## src/rtl/fmul_share_arbiter.sv

```systemverilog
// Round-robin arbiter that shares one multi-cycle float multiplier among NUM_REQ
// requesters, routes each product back by ID, and substitutes a quiet NaN on a hang.
module fmul_share_arbiter #(
    parameter int NUM_REQ        = 4,
    parameter int ID_W           = 2,
    parameter int TIMEOUT_CYCLES = 64
) (
    input  logic                  clk,
    input  logic                  rst,
    input  logic [NUM_REQ-1:0]    req_valid,
    output logic [NUM_REQ-1:0]    req_ready,
    input  logic [32*NUM_REQ-1:0] req_a,
    input  logic [32*NUM_REQ-1:0] req_b,
    output logic                  resp_valid,
    input  logic                  resp_ready,
    output logic [ID_W-1:0]       resp_id,
    output logic [31:0]           resp_result,
    output logic                  resp_timeout,
    output logic                  mul_start,
    output logic [31:0]           mul_a,
    output logic [31:0]           mul_b,
    input  logic [31:0]           mul_result,
    input  logic                  mul_done,
    output logic                  busy,
    output logic                  timeout_err,
    input  logic                  err_clr
);
    localparam int               CNT_W    = $clog2(TIMEOUT_CYCLES) + 1;
    localparam logic [CNT_W-1:0] CNT_LAST = CNT_W'(TIMEOUT_CYCLES - 1);
    localparam logic [31:0]      QNAN     = 32'h7FC0_0000;

    typedef enum logic [1:0] {S_IDLE, S_ISSUE, S_WAIT, S_RESP} state_t;

    state_t            state_q, state_d;
    logic [ID_W-1:0]   ptr_q, ptr_d;
    logic [ID_W-1:0]   id_q, id_d;
    logic [31:0]       a_q, a_d, b_q, b_d;
    logic [31:0]       res_q, res_d;
    logic              tmo_q, tmo_d;
    logic              err_q, err_d;
    logic [CNT_W-1:0]  cnt_q, cnt_d;

    logic [NUM_REQ-1:0][31:0] a_vec, b_vec;
    logic                     any_req;
    logic [ID_W-1:0]          grant_id;
    logic [ID_W:0]            idx;

    assign a_vec = req_a;
    assign b_vec = req_b;

    // Walk from ptr upward with wrap; iterating downward lets the closest hit win.
    always_comb begin
        any_req  = 1'b0;
        grant_id = '0;
        idx      = '0;
        for (int k = NUM_REQ - 1; k >= 0; k--) begin
            idx = {1'b0, ptr_q} + (ID_W+1)'(k);
            if (idx >= (ID_W+1)'(NUM_REQ))
                idx = idx - (ID_W+1)'(NUM_REQ);
            if (req_valid[idx[ID_W-1:0]]) begin
                any_req  = 1'b1;
                grant_id = idx[ID_W-1:0];
            end
        end
    end

    always_comb begin
        req_ready = '0;
        if (state_q == S_IDLE && any_req)
            req_ready[grant_id] = 1'b1;
    end

    always_comb begin
        state_d = state_q;
        ptr_d   = ptr_q;
        id_d    = id_q;
        a_d     = a_q;
        b_d     = b_q;
        res_d   = res_q;
        tmo_d   = tmo_q;
        cnt_d   = cnt_q;
        err_d   = err_clr ? 1'b0 : err_q;
        case (state_q)
            S_IDLE: begin
                if (any_req) begin
                    a_d     = a_vec[grant_id];
                    b_d     = b_vec[grant_id];
                    id_d    = grant_id;
                    state_d = S_ISSUE;
                end
            end
            // mul_done is deliberately not looked at here: it may be left over.
            S_ISSUE: begin
                cnt_d   = '0;
                state_d = S_WAIT;
            end
            S_WAIT: begin
                cnt_d = cnt_q + CNT_W'(1);
                if (mul_done) begin
                    res_d   = mul_result;
                    tmo_d   = 1'b0;
                    state_d = S_RESP;
                end else if (cnt_q == CNT_LAST) begin
                    res_d   = QNAN;
                    tmo_d   = 1'b1;
                    err_d   = 1'b1;
                    state_d = S_RESP;
                end
            end
            S_RESP: begin
                if (resp_ready) begin
                    ptr_d   = (id_q == ID_W'(NUM_REQ - 1)) ? '0 : id_q + ID_W'(1);
                    state_d = S_IDLE;
                end
            end
            default: state_d = S_IDLE;
        endcase
    end

    always_ff @(posedge clk) begin
        if (rst) begin
            state_q <= S_IDLE;
            ptr_q   <= '0;
            id_q    <= '0;
            a_q     <= '0;
            b_q     <= '0;
            res_q   <= '0;
            tmo_q   <= 1'b0;
            err_q   <= 1'b0;
            cnt_q   <= '0;
        end else begin
            state_q <= state_d;
            ptr_q   <= ptr_d;
            id_q    <= id_d;
            a_q     <= a_d;
            b_q     <= b_d;
            res_q   <= res_d;
            tmo_q   <= tmo_d;
            err_q   <= err_d;
            cnt_q   <= cnt_d;
        end
    end

    assign mul_start    = (state_q == S_ISSUE);
    assign mul_a        = a_q;
    assign mul_b        = b_q;
    assign resp_valid   = (state_q == S_RESP);
    assign resp_id      = id_q;
    assign resp_result  = res_q;
    assign resp_timeout = tmo_q;
    assign busy         = (state_q != S_IDLE);
    assign timeout_err  = err_q;
endmodule
```

## config.mk

```make
export PLATFORM = sky130hd
export DESIGN_NAME = fmul_share_arbiter
export DESIGN_NICKNAME = d
export VERILOG_FILES = /design/src/rtl/fmul_share_arbiter.sv
export SDC_FILE = /design/constraint.sdc
export NUM_CORES = 1
export LEC_CHECK = 0
export CAP_MARGIN = 20
export CORE_AREA = 2 2 157 159
export DETAILED_ROUTE_END_ITERATION = 6
export DIE_AREA = 0 0 159 161
export PLACE_DENSITY = 0.69
export SLEW_MARGIN = 20
export SYNTH_ARGS = -nofsm -noshare
export SYNTH_HDL_FRONTEND = slang
export SYNTH_SLANG_ARGS = --single-unit
```

## constraint.sdc

```tcl
create_clock -name clk -period 2.6 [get_ports clk]
set_input_delay 0.65 -clock clk [delete_from_list [all_inputs] [get_ports clk]]
set_output_delay 0.65 -clock clk [all_outputs]
set_load 0.02 [all_outputs]
```

### Word-level counts from Yosys, hierarchy flattened

Cells that the tools add are included.

* register bits: 111
* output and inout bits: 107

* $add $sub $neg: 9
* magnitude comparators: 10
* equal/unequal tests: 8
* mux-type cells: 42
* reduce and logical (&&, ||, !) cells: 10

Operators with widths (count)
* binary-select mux 32 bit (select 2 bit): 2
* two-way mux 32 bit: 4
* two-way mux 2 bit: 13
* less-than comparator 2 x 3 -> 1 bit, second input constant: 5
* two-way mux 1 bit: 15
* one-hot mux 7 bit (2 select lines): 1
* greater-or-equal comparator 3 bit, second input constant: 3
* binary-select mux 1 bit (select 2 bit): 4
* one-hot mux 2 bit (4 select lines): 1
* subtractor 2 x 1 -> 2 bit, second input constant: 4
* adder 7 x 1 -> 7 bit, second input constant: 1
* == test 7 x 6 -> 1 bit, second input constant: 1
* adder 2 x 2 -> 3 bit, second input constant: 2
* == test 2 bit, second input constant: 3
* AND reduction 2 bit: 3
* nonzero test 2 bit: 3
* two-way mux 4 bit: 1
* adder 2 x 1 -> 3 bit, second input constant: 1
* greater-or-equal comparator 2 x 3 -> 1 bit, second input constant: 1
* != test 3 bit, second input constant: 1
* AND reduction 3 bit: 1
* adder 2 x 1 -> 2 bit, second input constant: 1
* demux 1 bit (select 2 bit): 1
* == test 2 x 1 -> 1 bit, second input constant: 1
* 5 further kinds: 6

### Logic depth before layout (Yosys ltp)

Gate-level depths: netlist (run 1).

* depth after elaboration: 14
* mapped depth: 9
* gate-level depth less buffers: 7

### Least setup slack after synthesis (run 1)

OpenSTA, ideal clock, no wires.

* kind: in2out
* start: input port req_valid[0]
* end: output port req_ready[2]
* data arrival time: 2091 ps
* data required time: 1950 ps
* slack: -141 ps
* stages on the path: 5
* path through: nor2b_1 o21ba_2 clkbuf_1 clkbuf_1 nor4_1

* longest elaborated chain between the ends: 11
* elaborated cells between the ends (all ways): 23

RTL lines
* start: declaration: RTL line 10 `input logic [NUM_REQ-1:0] req_valid,`
* binary-select mux 1 bit (select 2 bit): RTL line 60 `if (req_valid[idx[ID_W-1:0]]) begin`
* two-way mux 1 bit (implied by the code): RTL line 60
* two-way mux 2 bit (4 in a row): RTL line 60
* less-than comparator 2 x 3 -> 1 bit (implied by the code) or greater-or-equal comparator 2 x 1 -> 1 bit (tied branches): RTL line 70 `req_ready[grant_id] = 1'b1;`
* logical AND 1 bit (implied by the code): RTL line 70
* two-way mux 1 bit (implied by the code): RTL line 70
* demux 1 bit (select 2 bit): RTL line 70
* two-way mux 4 bit (*): RTL line 69 `if (state_q == S_IDLE && any_req)`
* end: declaration: RTL line 11 `output logic [NUM_REQ-1:0] req_ready,`

Mark *: on every way between the ends. The rest lies on a longest branch, timed or not. The select of a mux whose other input is x is not followed.

### Final worst setup path (run 1)

* start: input port req_valid[1]
* end: output port req_ready[0]

Same word-level chain as after synthesis.

==> flow_metrics.tcl, run 1 <==
set metrics [dict create \
    nNetsFinal 1365 \
    async_reset_ff_share_pct 0 \
    drive_above_1_share_pct 13.50 \
    whs_endpoint "timeout_err" \
    synth.net_count 964 \
    end_kind "output port" \
    status "complete, no violations" \
    placedCellCount 1371 \
    synth_top_area_share_pct 37.58 \
    syn_to_final_growth_pct 88.45 \
    globalplace.congestion 0.8505 \
    min_from "timeout_err" \
    path_class "input pin to output port" \
    wl_um 26610 \
    irDropWorstVdd_v 0.0003721 \
    antenna_found_initial 2 \
    synth_ff_type "dfxtp_1" \
    wl_per_cell_um 19.10 \
    core_um2 23960 \
    clock-sinks 111 \
    grt_pass1_wl_um 40130 \
    r2r_slack_ps 420 \
    io_pins 404 \
    yosysSeqAreaShare_pct 37.58 \
    root_buffer "clkbuf_16" \
    die_area_um2 25600 \
    synth_edf_count 0 \
    die_w_um 159 \
    dr.first_iter.drc_count 504 \
    clkTransAtPathRegs_ps 90 \
    final-hold-violation-count 0 \
    maxClockFrequency_ghz 0.3934 \
    slew_headroom_pct 69.94 \
    synth_seq_cells 111 \
    synth_cells 661 \
    hp-class "register to register" \
    yosys_warnings 0 \
    final_max_slew_viol_count 0 \
    min_period_over_period_pct 97.78 \
    hold_slack_ps 484.2 \
    timing.rr.end "mul_b[17]" \
    skew_ps 9.929 \
    cap_violations 0 \
    r2r_cells 7 \
    grt_max_degree 42 \
    pwr-share-seq_pct 30.0 \
    cp-start-kind "input pin" \
    drtPass1Iterations 5 \
    initial_core_util_pct 24.68 \
    synth_top_area_cell "dfxtp_1" \
    p_per_area_nw_per_um2 705.9 \
    cts_buffers 9 \
    cts_buffer_depth 2 \
    cp.required_ps 1950 \
    vias_per_cell 5.017 \
    drtAntennaViolNets 0 \
    internal_power_uw 4887 \
    grt_pass1_vias 7229 \
    yosys-top-cells-area "dfxtp_1 (38%), a221o_1 (11%), mux2_4 (9.6%), a21oi_1 (6.3%), nand3_1 (5.6%)" \
    syn_area_per_cell_um2 8.946 \
    cts_tree "yes" \
    insertion_delay_ps 360 \
    netlist-cell-type-count 42 \
    swShare_pct 37.87 \
    vias 6988 \
    leakage_uw 0.004113 \
    dp_hpwl_um 19640 \
    overflow 0 \
    instances_no_fill 1393 \
    critical_path.max_fanout 3 \
    timing.rr.start "ptr_q[0]" \
    grt.total_usage_pct 19.85 \
    clock_power_share_pct 19.5 \
    crit_arrival_ps 1890 \
    period_minus_slack_ps 2542 \
    hold_depth 2 \
    power.switching_uw 2979 \
    setup_violations 0 \
    synth_area_um2 5913 \
    die_y_um 161 \
    cts_hold_buf 0 \
    rows 57 \
    drc 0 \
    tightest_slew_ps 450.9 \
    cts_max_level 3 \
    io_buffers 403 \
    comb_power_share_pct 50.5 \
]
==> per-layer routing <==
metal  track usage (%)  wire length [um]  up-vias  part of all wire (%)
met2             34.58             12990      326                    49
met5                 0                 0        -                     0
met1             23.12             10800     3315                    41
met4             6.322               672        0                   2.5
met3             6.497              2144       50                   8.1
li1                  -                 -     3297                     -
==> registers in the layout, summed over array words and instances (netlist names) <==
register	count
resp_timeout	1
cnt_q	7
resp_id	2
state_q	2
timeout_err	1
mul_a	32
resp_result	32
mul_b	32
ptr_q	2
==> worst max-delay path by stage <==
stage | slack, ps | to | start
2_1_floorplan | 60 | req_ready[2] | req_valid[0]
3_5_place_dp | -430 | req_ready[0] | req_valid[2]
4_1_cts | 8 | req_ready[3] | req_valid[2]
3_3_place_gp | -440 | req_ready[0] | req_valid[2]
5_1_grt | -10 | req_ready[0] | req_valid[1]
6_report | 60 | req_ready[0] | req_valid[1]
==> per-stage QoR <==
step	area [um2]	total power (uW)	TNS [ps]	setup slack [ps]	utilization [%]
after CTS	11110	7944	0	7.506	46.35
after floorplan	5924	4235	0	60.65	-
after global routing	11140	8292	-11.36	-11.36	46.50
after detailed placement	10720	6314	-16610	-425.8	44.73
final	11140	7866	0	57.74	46.50
after global placement	10720	6268	-14890	-438.9	44.73
==> Yosys cell counts, drive strengths merged (6+ instances only) <==
library cell	instances
dfxtp	111
a21oi	74
o21ai	68
nand3	66
a221o	64
mux2	64
nor2	52
clkbuf	50
a22oi	23
buf	18
nor3	15
nand2	8
ha	6
nor2b	6
==> critical path, cell delays in order <==
cell	delay, ps
dlygate4sd2_1	280
nor2b_4	180
o21bai_2	100
and3_4	190
buf_4	140
nor3_4	200
buf_6	150
==> cell usage in the layout, fill, tap and decap left out, types with 2 or more instances in the layout <==
cell type          n
a21oi_1           74
a221o_1           64
a22oi_1           23
buf_12            19
buf_4             38
buf_6              2
clkbuf_16          9
clkbuf_2           2
clkdlybuf4s50_1  394
dfxtp_1          111
diode_2            2
dlygate4sd2_1      2
ha_1               5
inv_1              4
inv_12             3
inv_6              2
mux2_1            21
mux2_2             5
mux2_4            38
nand2_1            7
nand2b_1           3
nand3_1           66
nand3b_1           2
nand4_1            4
nor2_1            48
nor2_4             4
nor2b_1            2
nor2b_4            4
nor3_1            13
o21ai_0           66
or3_1              2
xor2_1             3
==> what timing repair did <==
action | CTS | global route
endpoints found under the hold margin | 0 | 0
resized for setup | 21 | 11
endpoints found under the setup margin | 4 | 4
pin swaps | 4 | 3
setup buffers | 4 | 1
==> layout make-up <==
cell class | count | area [um2]
well taps | 324 | 405.4
inverters | 5 | 18.77
flip-flops and latches | 111 | 2222
repair buffers | 458 | 4664
diodes | 2 | 5.005
clock inverters | 7 | 93.84
fillers | 2338 | 12820
clock buffers | 9 | 225.2
multi-input cells | 477 | 3508
==> kinds of logic (layout without fill, tap and decap cells) <==
logic type | after synthesis | in the layout | share of synthesized area (%)
other cells | 0 | 2 | 0
fa+ha+maj | 6 | 6 | 1.270
mux | 65 | 65 | 14.77
flops | 111 | 111 | 37.58
simple gates | 162 | 162 | 12.99
buf+inv | 73 | 479 | 5.353
compound gates | 241 | 241 | 27.59
xor+xnor | 3 | 3 | 0.4444
==> power by group through the flow <==
stage                     combinational [uW]  sequential (uW)  clock, uW
after floorplan                         1380             2850          0
after detailed placement                3920             2390          0
after CTS                               3990             2360       1600
final                                   3970             2360       1530
after global routing                    4240             2410       1640
after global placement                  3890             2380          0
(Power assumes the default switching activity.)
==> inputs of run 2 (changes only) <==
--- a/config.mk
+++ b/config.mk
@@ -9,8 +9,9 @@
 export CORE_AREA = 2 2 157 159
 export DETAILED_ROUTE_END_ITERATION = 6
 export DIE_AREA = 0 0 159 161
+export MAX_ROUTING_LAYER = met4
 export PLACE_DENSITY = 0.69
-export SLEW_MARGIN = 20
+export SLEW_MARGIN = 10
 export SYNTH_ARGS = -nofsm -noshare
 export SYNTH_HDL_FRONTEND = slang
 export SYNTH_SLANG_ARGS = --single-unit
==> flow_metrics.tcl, run 2 (synthesis results as in run 1) <==
set metrics [dict create \
    status "complete, no violations" \
    r2r_slack_ps 420 \
    pwr-share-seq_pct 30.0 \
    core_um2 23960 \
    finalSetupTns_ps 0 \
    drtAntennaViolNets 0 \
    globalplace.congestion 0.8639 \
    maxClockFrequency_ghz 0.3933 \
    grt_pass1_wl_um 40140 \
    grt_pass1_vias 7210 \
    comb_power_share_pct 50.5 \
    n_fill_cell 2338 \
    drtPass1Iterations 5 \
    drive_above_1_share_pct 13.50 \
    clock_power_share_pct 19.5 \
    tightest_slew_ps 452.9 \
    cp-start-kind "input pin" \
    syn_to_final_growth_pct 88.45 \
    swShare_pct 37.90 \
    period_minus_slack_ps 2543 \
    clkTransAtPathRegs_ps 90 \
    cp-startpoint "req_valid[1]" \
    drc 0 \
    io_pins 404 \
    grt_max_degree 42 \
    min_period_over_period_pct 97.79 \
    wl_um 26690 \
    min_from "timeout_err" \
    cp.required_ps 1950 \
    vias_per_cell 5.006 \
    dr.first_iter.drc_count 540 \
    insertion_delay_ps 360 \
    internal_power_uw 4887 \
    cap_violations 0 \
    end_kind "output port" \
    layout_common_cells "clkdlybuf4s50_1 (394), dfxtp_1 (111), a21oi_1 (74)" \
    hold_slack_ps 484.2 \
    slew_headroom_pct 69.81 \
    clock-sinks 111 \
    dp_hpwl_um 19640 \
    path_class "input pin to output port" \
    power.switching_uw 2982 \
    cts_hold_buf 0 \
    initial_core_util_pct 24.68 \
    cts_tree "yes" \
    total_power_uw 7870 \
    overflow 0 \
    p_per_area_nw_per_um2 706.2 \
    die_w_um 159 \
    timing.rr.start "ptr_q[0]" \
    leakage_uw 0.004113 \
    skew_ps 9.238 \
    instances_no_fill 1393 \
    cts_buffer_depth 2 \
    root_buffer "clkbuf_16" \
    final-hold-violation-count 0 \
    nNetsFinal 1365 \
    hp-class "register to register" \
    irDropWorstVdd_v 0.0003739 \
    rows 57 \
    cts_buffers 9 \
    final_max_slew_viol_count 0 \
    die_y_um 161 \
    critical_path.max_fanout 3 \
    wl_per_cell_um 19.16 \
    grt.total_usage_pct 20.50 \
    io_buffers 403 \
    multi_input_comb_area_um2 3508 \
    cts_max_level 3 \
    die_area_um2 25600 \
    layout_commonest_cell "clkdlybuf4s50_1" \
    vias 6974 \
    antenna_found_initial 2 \
    crit_arrival_ps 1890 \
    setup_violations 0 \
    placedCellCount 1371 \
    final-seq-area_um2 2222 \
]
-- run 2: worst max-delay path, cell delays in order --
cell and delay [ps]:
dlygate4sd2_1 280, nor2b_4 180, o21bai_2 100, and3_4 190
buf_4 140, nor3_4 200, buf_6 150
-- run 2: per-layer routing --
metal  share of wire (%)  track usage (%)
met1                  42            24.20
met2                  49            34.45
met3                 7.0            5.290
met4                 2.6            6.157
met5                   0                -
-- run 2: path summary, 6_finish.rpt --
kind                        to  depth (start not counted)
setup / recovery  req_ready[0]                          7
hold / removal     timeout_err                          2
setup reg to reg     mul_b[17]                          7
hold reg to reg    timeout_err                          2
-- run 2: power groups by stage --
| stage | logic [uW] | registers (uW) | clock network [uW] |
|---|---|---|---|
| after global placement | 3890 | 2380 | 0 |
| after global routing | 4240 | 2410 | 1650 |
| after detailed placement | 3920 | 2390 | 0 |
| after floorplan | 1380 | 2850 | 0 |
| final | 3970 | 2360 | 1540 |
| after CTS | 3990 | 2360 | 1600 |
-- run 2: final cells by class --
cell class | instances | area share, %
inverter | 5 | 0.1684
timing repair buffer | 458 | 41.86
multi-input combinational | 477 | 31.48
tap | 324 | 3.638
clock buffer | 9 | 2.021
antenna | 2 | 0.04491
clock inverter | 7 | 0.8421
sequential | 111 | 19.94
-- run 2: through the flow --
step	util, %	setup WS, ps	area, um2
final	46.50	57.50	11140
after global routing	46.50	-10.67	11140
after CTS	46.35	7.506	11110
after detailed placement	44.73	-425.8	10720
after global placement	44.73	-438.9	10720
after floorplan	-	60.65	5924
-- run 2: timing repair --
item	in CTS	in global routing
gates resized for setup	21	11
endpoints found under the setup margin	4	4
pin swaps	4	3
buffers inserted	4	1
hold endpoints to repair	0	0
